### config.mk
export PLATFORM = sky130hd
export DESIGN_NAME = axis_packet_merger
export DESIGN_NICKNAME = d
export VERILOG_FILES = /design/src/rtl/axis_packet_merger.sv
export SDC_FILE = /design/constraint.sdc
export NUM_CORES = 1
export LEC_CHECK = 0
export ABC_AREA = 1
export CORE_MARGIN = 1.5
export CORE_UTILIZATION = 55
export DETAILED_ROUTE_END_ITERATION = 8
export GPL_ROUTABILITY_DRIVEN = 0
export HOLD_SLACK_MARGIN = 0.03
export PLACE_DENSITY_LB_ADDON = 0.1
export SYNTH_ARGS = -nofsm -noshare
export SYNTH_HDL_FRONTEND = slang
export SYNTH_SLANG_ARGS = --single-unit
### constraint.sdc
create_clock -name clk -period 5 [get_ports clk]
set_clock_uncertainty 0.1 [all_clocks]
set_input_delay 0.75 -clock clk [delete_from_list [all_inputs] [get_ports clk]]
set_output_delay 0.75 -clock clk [all_outputs]
set_load 0.02 [all_outputs]
### src/rtl/axis_packet_merger.sv
// -----------------------------------------------------------------------------
// axis_packet_merger
//
// Merges pckt_count consecutive input packets of pckt_len beats each into a
// single AXI-Stream output packet. Input tlast is checked against the expected
// packet length and then stripped, except that the beat which ends the merged
// packet carries m_axis_tlast. If the observed length disagrees with pckt_len,
// the offending beat is forwarded with m_axis_tlast=1 to close the output
// packet, and the FSM reports an error.
//
// Optional feature macro: AXIS_PACKET_MERGER_LOCK_EN
//   defined   : lock=1 freezes FSM state and counters. No beats are accepted
//               while frozen, external_error still forces ERR, and the output
//               buffer keeps draining.
//   undefined : the lock port is present but ignored.
//
// Ports
//   clk, rst                  single clock, synchronous active-high reset
//   operation_start           start request, sampled in IDLE and END
//   pckt_len, pckt_count      beats per input packet and packets per merge,
//                             latched at start
//   lock                      freeze request (see macro above)
//   external_error            forces ERR on the next cycle
//   operation_busy            high while in OPE
//   operation_complete        1-cycle pulse on entering END
//   operation_error           1-cycle pulse on entering ERR
//   transmission              high in the cycle after an output handshake
//   s_axis_*                  packetized input stream
//   m_axis_*                  merged output stream, fed by a 2-entry buffer
// -----------------------------------------------------------------------------
module axis_packet_merger #(
    parameter int DATA_WIDTH = 16,
    parameter int KEEP_WIDTH = (DATA_WIDTH + 7) / 8,
    parameter int PCKT_WIDTH = 32
) (
    input  logic                  clk,
    input  logic                  rst,
    input  logic                  operation_start,
    input  logic [PCKT_WIDTH-1:0] pckt_len,
    input  logic [PCKT_WIDTH-1:0] pckt_count,
    input  logic                  lock,
    input  logic                  external_error,
    output logic                  operation_busy,
    output logic                  operation_complete,
    output logic                  operation_error,
    output logic                  transmission,
    input  logic [DATA_WIDTH-1:0] s_axis_tdata,
    input  logic [KEEP_WIDTH-1:0] s_axis_tkeep,
    input  logic                  s_axis_tvalid,
    output logic                  s_axis_tready,
    input  logic                  s_axis_tlast,
    output logic [DATA_WIDTH-1:0] m_axis_tdata,
    output logic [KEEP_WIDTH-1:0] m_axis_tkeep,
    output logic                  m_axis_tvalid,
    input  logic                  m_axis_tready,
    output logic                  m_axis_tlast
);

    typedef enum logic [1:0] {
        S_IDLE,
        S_OPE,
        S_END,
        S_ERR
    } state_t;

    localparam logic [PCKT_WIDTH-1:0] ONE = PCKT_WIDTH'(1);

    state_t                state;
    state_t                next_state;

    logic [PCKT_WIDTH-1:0] len_q;
    logic [PCKT_WIDTH-1:0] count_q;
    logic [PCKT_WIDTH-1:0] beat_cnt;
    logic [PCKT_WIDTH-1:0] pkt_cnt;

    logic                  hold;
    logic                  accept;
    logic                  pop;
    logic                  start_ok;
    logic                  last_in_pkt;
    logic                  last_overall;
    logic                  len_mismatch;
    logic                  out_last;

    // Output buffer: two entries addressed by 1-bit pointers.
    logic [DATA_WIDTH-1:0] buf_data [0:1];
    logic [KEEP_WIDTH-1:0] buf_keep [0:1];
    logic [1:0]            buf_last;
    logic                  wr_ptr;
    logic                  rd_ptr;
    logic [1:0]            buf_count;

`ifdef AXIS_PACKET_MERGER_LOCK_EN
    assign hold = lock;
`else
    logic unused_lock;
    assign unused_lock = lock;
    assign hold        = 1'b0;
`endif

    // Input side. Beats are refused while frozen so the held counters stay
    // consistent with what has entered the buffer.
    assign s_axis_tready = operation_busy && (buf_count != 2'd2) && !hold;
    assign accept        = s_axis_tvalid && s_axis_tready;

    // Output side: head of the buffer, held stable until the handshake.
    assign m_axis_tvalid = (buf_count != 2'd0);
    assign m_axis_tdata  = buf_data[rd_ptr];
    assign m_axis_tkeep  = buf_keep[rd_ptr];
    assign m_axis_tlast  = m_axis_tvalid && buf_last[rd_ptr];
    assign pop           = m_axis_tvalid && m_axis_tready;

    // Beat classification against the latched geometry.
    assign last_in_pkt  = (beat_cnt == len_q - ONE);
    assign last_overall = last_in_pkt && (pkt_cnt == count_q - ONE);
    assign len_mismatch = (s_axis_tlast != last_in_pkt);
    assign out_last     = last_overall || len_mismatch;
    assign start_ok     = (pckt_len != '0) && (pckt_count != '0);

    // NOTE: every signal written in an always_comb gets a default first, so no
    // path through the block leaves it unassigned and no latch is inferred.
    always_comb begin
        next_state = state;
        if (external_error) begin
            next_state = S_ERR;
        end else if (!hold) begin
            case (state)
                S_IDLE, S_END: begin
                    if (operation_start) next_state = start_ok ? S_OPE : S_ERR;
                    else                 next_state = S_IDLE;
                end
                S_OPE: begin
                    if (accept) begin
                        if (len_mismatch)      next_state = S_ERR;
                        else if (last_overall) next_state = S_END;
                    end
                end
                S_ERR:   next_state = S_IDLE;
                default: next_state = S_IDLE;
            endcase
        end
    end

    // NOTE: state and anything else that must hold its value across cycles is
    // updated with non-blocking assignments so every register samples the
    // pre-edge values of its peers.
    always_ff @(posedge clk) begin
        if (rst) begin
            state              <= S_IDLE;
            operation_busy     <= 1'b0;
            operation_complete <= 1'b0;
            operation_error    <= 1'b0;
            transmission       <= 1'b0;
        end else begin
            state              <= next_state;
            operation_busy     <= (next_state == S_OPE);
            operation_complete <= (next_state == S_END) && (state != S_END);
            operation_error    <= (next_state == S_ERR) && (state != S_ERR);
            transmission       <= pop;
        end
    end

    // Geometry latch and beat/packet counters.
    always_ff @(posedge clk) begin
        if (rst) begin
            len_q    <= '0;
            count_q  <= '0;
            beat_cnt <= '0;
            pkt_cnt  <= '0;
        end else if (!hold && operation_start &&
                     (state == S_IDLE || state == S_END)) begin
            len_q    <= pckt_len;
            count_q  <= pckt_count;
            beat_cnt <= '0;
            pkt_cnt  <= '0;
        end else if (accept) begin
            if (last_in_pkt) begin
                beat_cnt <= '0;
                pkt_cnt  <= pkt_cnt + ONE;
            end else begin
                beat_cnt <= beat_cnt + ONE;
            end
        end
    end

    // Buffer occupancy and pointers. Emptying the buffer on reset is enough to
    // discard any partially merged packet.
    always_ff @(posedge clk) begin
        if (rst) begin
            wr_ptr    <= 1'b0;
            rd_ptr    <= 1'b0;
            buf_count <= 2'd0;
        end else begin
            if (accept) wr_ptr <= ~wr_ptr;
            if (pop)    rd_ptr <= ~rd_ptr;
            case ({accept, pop})
                2'b10:   buf_count <= buf_count + 2'd1;
                2'b01:   buf_count <= buf_count - 2'd1;
                default: buf_count <= buf_count;
            endcase
        end
    end

    // NOTE: the buffer payload has no reset; an entry is only observed once
    // buf_count marks it valid, and m_axis_tlast is gated by m_axis_tvalid.
    always_ff @(posedge clk) begin
        if (accept) begin
            buf_data[wr_ptr] <= s_axis_tdata;
            buf_keep[wr_ptr] <= s_axis_tkeep;
            buf_last[wr_ptr] <= out_last;
        end
    end

endmodule

==> run metrics <==
area of the mapped netlist 11,250 um2; Root Buffer clkbuf_16; Via Count ~11,000; Hold Path Class register to register; CTS Buffer Depth 2; Antenna Violating Nets Remaining 0; crit path cell chain inv_1 -> ha_1 -> nand2_2 -> nor2_4 -> nand2_1 -> nor2_1 -> nand2_1 -> nand2_1 -> inv_1 -> nor2_1 -> nand2_1 -> nor2_2 -> nand3_2 -> nor2_4 -> inv_2 -> nand2_1 -> a21oi_1; Area contributors post-synth dfxtp_1 25%, nand2_1 15%, edfxtp_1 10%; Core Box Area slightly above 20,000 um2; share of post-route cells with drive strength above 1 under 10%; status completed; Synth Flop Type dfxtp_1; fmax 283.3 MHz; post-CTS sizing 0; drt first-iter violations 752; Synth cell types 44; Die ar. 21,320 um2; Worst Tran Pin Value 0.8054 ns; CTS tree done; YS warnings 0; worst hold slack ~0.38 ns; area taken by multi-input logic gates 6474 um2; register area ~3900 um2; type of the worst setup path register to register; Chip Width 146.0 um; Core Util, Final 65.17%; final cell count without fillers 2,071; # fillers 1,862; final setup vio count 0; total global routing overflow 0; max-slew violations 0; crit path buf inv count 3; worst path arrival time 3.75 ns; Crit path largest cell delay 0.42 ns; io pins 115; Num CTS Buffers 17; initial antenna violation count 0; crit-path leading delay family simple AND/OR/NAND/NOR gates; drt pass-1 iters 5; Mapped Cells 1,697; leak pwr 0.005384 uW; worst vdd ir 0.0001647 V; hold buffer count at cts 0; clock-pin slew of the registers on the worst-case setup and hold paths 0.07 ns; Post-synth EDFFs 38; MaxCap Viol Count 0; WL final between 30,000 and 40,000 um; vias in the first global route 10,710; CP required about 5.2 ns; min cycle time layout about 3.5 ns; # DRC 0; crit end category register; Post-Syn Area per Cell 6.631 um2; Skew-Pair Late Insertion Delay 0.44 ns; async set-reset flop share out of synthesis 0%; Yosys top cell area share 24.73%; Pwr Density between 200 and 300 nW/um2; Via density 5.423; Post-Synthesis Net Count 1,792; Die Ht 146.0 um; RSZ-0062 raised after global routing false; pin count of the biggest net entering global routing 86; synth cell count leaders 445 x nand2_1, 297 x nor2_1, 157 x inv_1; post-DP HPWL 24,510 um; critical path startpoint category register; Final nets 1,883; initial core utilization 55.79%; Final Cycle Share between 70% and 80%; critical path fanouts, max 31; Routed wire per std cell 15.22 um; ANT cells 0; global-route wire length before repair just over 50,000 um; num rows 52; register area share after synthesis 34.87%; most numerous cell in the Yosys netlist nand2_1; area leader, netlist dfxtp_1; Placed Cells 2,039; CP most frequent cell nand2_1; Worst slew margin 46.24%; Area Growth Syn to Fin 16.82%; # port buffers 113; crit path max-delay cell type nor2_4; H-tree levels 4; Final TNS setup 0 ns; Seq cells post-synth roughly 180; CTS Sinks 177; Hold Fails Final Rpt 0; postcts setup bufs 0; Tot GR Track Use 30.24%
-- metal layers --
layer  track usage [%]  part of all wire (%)
met5                 0                     0
met4             13.94                   3.8
met3             4.125                   4.3
met2             54.21                    50
met1             35.88                    42
-- metrics by stage --
step	worst slack (ns)	power (uW)	instance area, um2
after global routing	0.9638	3859	13150
after floorplan	2.256	2116	11250
after global placement	1.584	2356	12560
after CTS	1.466	3694	13150
after detailed placement	1.475	2371	12560
final	1.470	3686	13150
-- placed cells by master, fill, tap and decap left out, drive strengths merged, types with 44 or more instances in the layout --
cell,Yosys,final
a21oi,77,77
dfxtp,139,139
xor2,66,66
nand3,68,68
inv,164,170
o21ai,89,89
nor2,316,316
clkdlybuf4s50,0,113
nand2,455,455
nand4,52,52
nor3,44,44
-- report_power, final --
part	internal [uW]	leakage (uW)	total [uW]	switching [uW]
Combinational	295	0.00362	773	478
Clock	672	0.000285	1340	663
Sequential	1510	0.00148	1580	66.4
Total	2480	0.00538	3690	1210
-- logic make-up (layout without fill, tap and decap cells) --
group	Yosys count	after routing	share of synthesized area, %
DFF	177	177	34.87
muxes	18	18	1.801
and+or+nand+nor	1002	1002	38.94
adders and majority gates	5	5	0.5560
AOI/OAI and AO/OA	174	174	7.995
xor gates and xnor gates	104	104	8.217
buffers and inverters	217	321	7.617
-- flip-flops by register name, indices dropped and copies added (netlist names), 2 cells and up, named ones only --
signal and flops:
beat_cnt 32, state 2, buf_last 2, count_q 32, buf_count 2, pkt_cnt 32
len_q 32, buf_keep 4, buf_data 32
-- final timing paths --
path,from,endpoint,slack (ns),depth (start not counted)
worst min-delay path,len_q[1],len_q[1],0.38,2
worst max-delay path,len_q[0],pkt_cnt[28],1.47,17
worst min register to register,len_q[1],len_q[1],0.38,2
worst max register to register,len_q[0],pkt_cnt[28],1.47,17
-- final cells by class --
type                       instances  share of cell area, %
multi-input combinational       1303                  49.25
clock inverter                    14                  1.209
sequential                       177                  29.85
clock buffer                      18                  3.265
inverter                         168                  4.797
timing repair buffer             121                  9.061
tap                              270                  2.570
-- worst min-delay path: stages, from the launching register on --
cell and delay, ns:
dfxtp_1 0.32, inv_1 0.07, a21oi_1 0.05
No activity file was read; power rests on OpenSTA's default activity.
